`src/rtl/mul_controller.sv`:
```
// Control FSM for a shift-free repeated-add multiplier.
// Sequences operand loads, the A+P accumulate loop and the result handshake.
module mul_controller #(
  parameter int WIDTH = 16
) (
  input  logic             clk,
  input  logic             reset,
  input  logic             start,
  input  logic             abort,
  input  logic             in_valid,
  output logic             in_ready,
  input  logic             eqz,
  output logic             load_A,
  output logic             load_B,
  output logic             clrP,
  output logic             load_P,
  output logic             decB,
  output logic             done,
  output logic             busy,
  input  logic             res_ready,
  output logic [WIDTH-1:0] iter_count
);

  typedef enum logic [2:0] {
    IDLE,
    LOAD_A,
    LOAD_B,
    ADD,
    DONE
  } state_t;

  state_t state;
  state_t nxt;
  logic   clr_it;
  logic   inc_it;

  always_ff @(posedge clk or posedge reset) begin
    if (reset) state <= IDLE;
    else       state <= nxt;
  end

  // Saturates so a runaway loop never wraps back to a small count.
  always_ff @(posedge clk or posedge reset) begin
    if (reset)
      iter_count <= '0;
    else if (clr_it)
      iter_count <= '0;
    else if (inc_it && iter_count != '1)
      iter_count <= iter_count + 1'b1;
  end

  always_comb begin
    nxt      = state;
    in_ready = 1'b0;
    load_A   = 1'b0;
    load_B   = 1'b0;
    clrP     = 1'b0;
    load_P   = 1'b0;
    decB     = 1'b0;
    done     = 1'b0;
    clr_it   = 1'b0;
    inc_it   = 1'b0;
    busy     = (state != IDLE);
    unique case (state)
      IDLE: begin
        if (start) nxt = LOAD_A;
      end
      LOAD_A: begin
        in_ready = 1'b1;
        if (abort) begin
          nxt = IDLE;
        end else if (in_valid) begin
          load_A = 1'b1;
          nxt    = LOAD_B;
        end
      end
      LOAD_B: begin
        in_ready = 1'b1;
        if (abort) begin
          nxt = IDLE;
        end else if (in_valid) begin
          load_B = 1'b1;
          clrP   = 1'b1;
          clr_it = 1'b1;
          nxt    = ADD;
        end
      end
      ADD: begin
        if (abort) begin
          nxt = IDLE;
        end else if (eqz) begin
          nxt = DONE;
        end else begin
          load_P = 1'b1;
          decB   = 1'b1;
          inc_it = 1'b1;
        end
      end
      DONE: begin
        done = 1'b1;
        if (abort || res_ready) nxt = IDLE;
      end
      default: nxt = IDLE;
    endcase
  end

endmodule
```
`config.mk`:
```
export PLATFORM = sky130hd
export DESIGN_NAME = mul_controller
export DESIGN_NICKNAME = d
export VERILOG_FILES = /design/src/rtl/mul_controller.sv
export SDC_FILE = /design/constraint.sdc
export NUM_CORES = 1
export LEC_CHECK = 0
export ABC_AREA = 1
export CAP_MARGIN = 10
export CORE_MARGIN = 5
export CORE_UTILIZATION = 35
export DETAILED_ROUTE_END_ITERATION = 6
export SYNTH_ARGS = -nofsm -noshare
export SYNTH_HDL_FRONTEND = slang
export SYNTH_SLANG_ARGS = --single-unit
```
`constraint.sdc`:
```
create_clock -name clk -period 1.9 [get_ports clk]
set_input_delay 0.57 -clock clk [delete_from_list [all_inputs] [get_ports clk]]
set_output_delay 0.57 -clock clk [all_outputs]
set_load 0.02 [all_outputs]
```
==> results.sh <==
export IMPL_hold_viol=0
export IMPL_syn_to_final_growth_pct=39.9
export IMPL_syn_avg_cell_area_um2=7.03
export IMPL_finalPower_uw=1250
export IMPL_power_density_nw_per_um2=721
export IMPL_peakVddDrop_mv=0.515
export IMPL_gp_congestion=0.837
export IMPL_fmaxAchievable_ghz=0.521
export IMPL_cp_max_fo=4
export IMPL_port_buffers=30
export IMPL_slew_viol_final=0
export IMPL_worstPathArrival_ns=1.35
export IMPL_hp_class="reg2reg"
export IMPL_yosys_warnings=0
export IMPL_cts_tree="yes"
export IMPL_drcViolationCount=0
export IMPL_final_cells=271
export IMPL_grt_usage_pct=13.0
export IMPL_vias_per_cell=4.66
export IMPL_nNetsFinal=234
export IMPL_violations="negative setup slack"
export IMPL_drt_iter0_drc=72
export IMPL_status="finished with violations"
export IMPL_regToRegStartpoint="state[0]"
export IMPL_io_pins=31
export IMPL_ant_nets=0
export IMPL_cts_root_buf="clkbuf_4"
export IMPL_setup_viol=2
export IMPL_p_leak_uw=0.000941
export IMPL_h_tree_depth=1
export IMPL_grt_pass1_wl_um=5220
export IMPL_grt_antenna_before_repair=0
export IMPL_dp_cells=262
export IMPL_nFillCells=339
export IMPL_synth_net_count=184
export IMPL_crit_required_ns=1.33
export IMPL_worst_pin_slew_ns=0.360
export IMPL_holdCritStartpoint="iter_count[15]"
export IMPL_max_slew_margin_pct=75.8
export IMPL_max_cap_violations=0
export IMPL_dp_hpwl_um=2270
export IMPL_holdBufCountCts=0
export IMPL_die_height_um=69.5
export IMPL_cts_max_path_buffers=2
export IMPL_pre_cts_slack_ns=-0.681
export IMPL_wl_um=3030
export IMPL_antenna_diode_count=0
export IMPL_die_area_um2=4820
export IMPL_synthesis_area_um2=1240
export IMPL_grt_max_degree=20
export IMPL_finalSetupTns_ns=-0.0335
export IMPL_fin_ws_ns=-0.0176
export IMPL_rows=21
export IMPL_drive_gt1_share_pct=22.2
export IMPL_avgRoutedWirePerCell_um=11.2
export IMPL_synth_cell_type_count=24
export IMPL_critPathLaunch="abort"
export IMPL_yosys_register_bits=19
export IMPL_routed_via_count=1263
export IMPL_cts_buffers_inserted=3
export IMPL_cts_num_sinks=19
export IMPL_yosysSeqAreaShare_pct=38.4
export IMPL_cp_end_kind="output port"
export IMPL_worstSetupPathType="in2out"
export IMPL_clk_latency_ns=0.29
export IMPL_drtPass1Iterations=4
export IMPL_final_util_pct=51.1
export IMPL_mostFrequentLayoutCell="nand2_1"
export IMPL_fp_coreArea_um2=3390
export IMPL_fin_crit_sh_pct=101
export IMPL_critPathLaunchType="input pin"
export IMPL_grt_pass1_vias=1181
export IMPL_fp_dieW_um=69.5
export IMPL_rsz0062_at_grt="true"
export IMPL_overflow=0
export IMPL_postSynthCellCount=176
export IMPL_cts_clk_slew_worst_paths_ns=0.11
export IMPL_mostFrequentLayoutCells="65 x nand2_1, 19 x dfrtp_1, 18 x nor2_1, 18 x dlygate4sd2_1, 17 x buf_4"
export IMPL_post_route_min_period_ns=1.92
export IMPL_start_util_pct=36.5
export IMPL_fin_skew_ns=0.00221
-- cells by family after synthesis --
kind of cell               share of synthesized area (%)
DFF                                                 38.4
AOI/OAI and AO/OA                                   4.85
adders and majority gates                           1.01
xor gates and xnor gates                            3.54
buffers and inverters                               7.99
and+or+nand+nor                                     44.2
-- metal layers --
layer | vias up | wire [µm] | track usage, %
li1 | 653 | - | -
met1 | 573 | 1340 | 16.0
met2 | 35 | 1480 | 21.7
met3 | 2 | 179 | 3.62
met4 | 0 | 34 | 4.56
met5 | - | 0 | 0
-- Yosys cell counts, drive strengths merged --
master	n	area, µm²
nor3	5	36.3
ha	1	12.5
a21o	1	7.51
nand3	14	75.1
nand2	68	260
nor2	24	125
a21oi	2	10.0
buf	4	31.3
or2	3	18.8
xor2	5	43.8
dfrtp	19	475
o211ai	2	15.0
o21bai	1	7.51
nand4	5	31.3
inv	18	67.6
o21ai	4	20.0
-- where the power goes --
group / internal (µW) / total (µW) / leakage, µW / switching [µW]
combinational: 238 / 543 / 0.000665 / 306
clock: 81.6 / 205 / 0.0000150 / 124
sequential: 447 / 501 / 0.000260 / 53.3
total: 767 / 1250 / 0.000941 / 483
-- worst max-delay path: stages --
cell,delay (ns)
dlygate4sd2_1,0.25
buf_6,0.13
nor3_4,0.24
buf_6,0.16
-- sequential cells by signal, indices dropped and copies added (netlist names) --
signal,count
state,3
iter_count,16
-- layout make-up --
class	count	area, µm²	share of cell area, %
multi-input cells	135	683	39.5
flip-flops and latches	19	475	27.5
repair buffers	49	422	24.3
inverters	18	67.6	3.90
well taps	46	57.6	3.32
clock buffers	4	26.3	1.52
-- path summary, 6_finish.rpt --
path | end | slack [ns] | cells past startpoint
min reg2reg | iter_count[15] | 0.56 | 2
max in group asynchronous | iter_count[1] | 1.11 | 3
max | load_B | -0.02 | 4
min in group asynchronous | state[1] | 0.58 | 3
max reg2reg | iter_count[12] | 0.26 | 11
min | iter_count[15] | 0.56 | 2
-- repair_timing --
item / CTS / global route
buffers inserted: 3 / 2
gates cloned: 0 / 0
endpoints found under the setup margin: 23 / 8
gates resized for setup: 63 / 4
pin swaps: 3 / 1
-- stage by stage --
step | hold slack, ns | cell area (µm²)
global placement | 0.528 | 1680
global route | 0.607 | 1730
floorplan | 0.496 | 1240
CTS | 0.566 | 1710
finish | 0.560 | 1730
detailed placement | 0.543 | 1680
No activity file was read; power rests on OpenSTA's default activity.
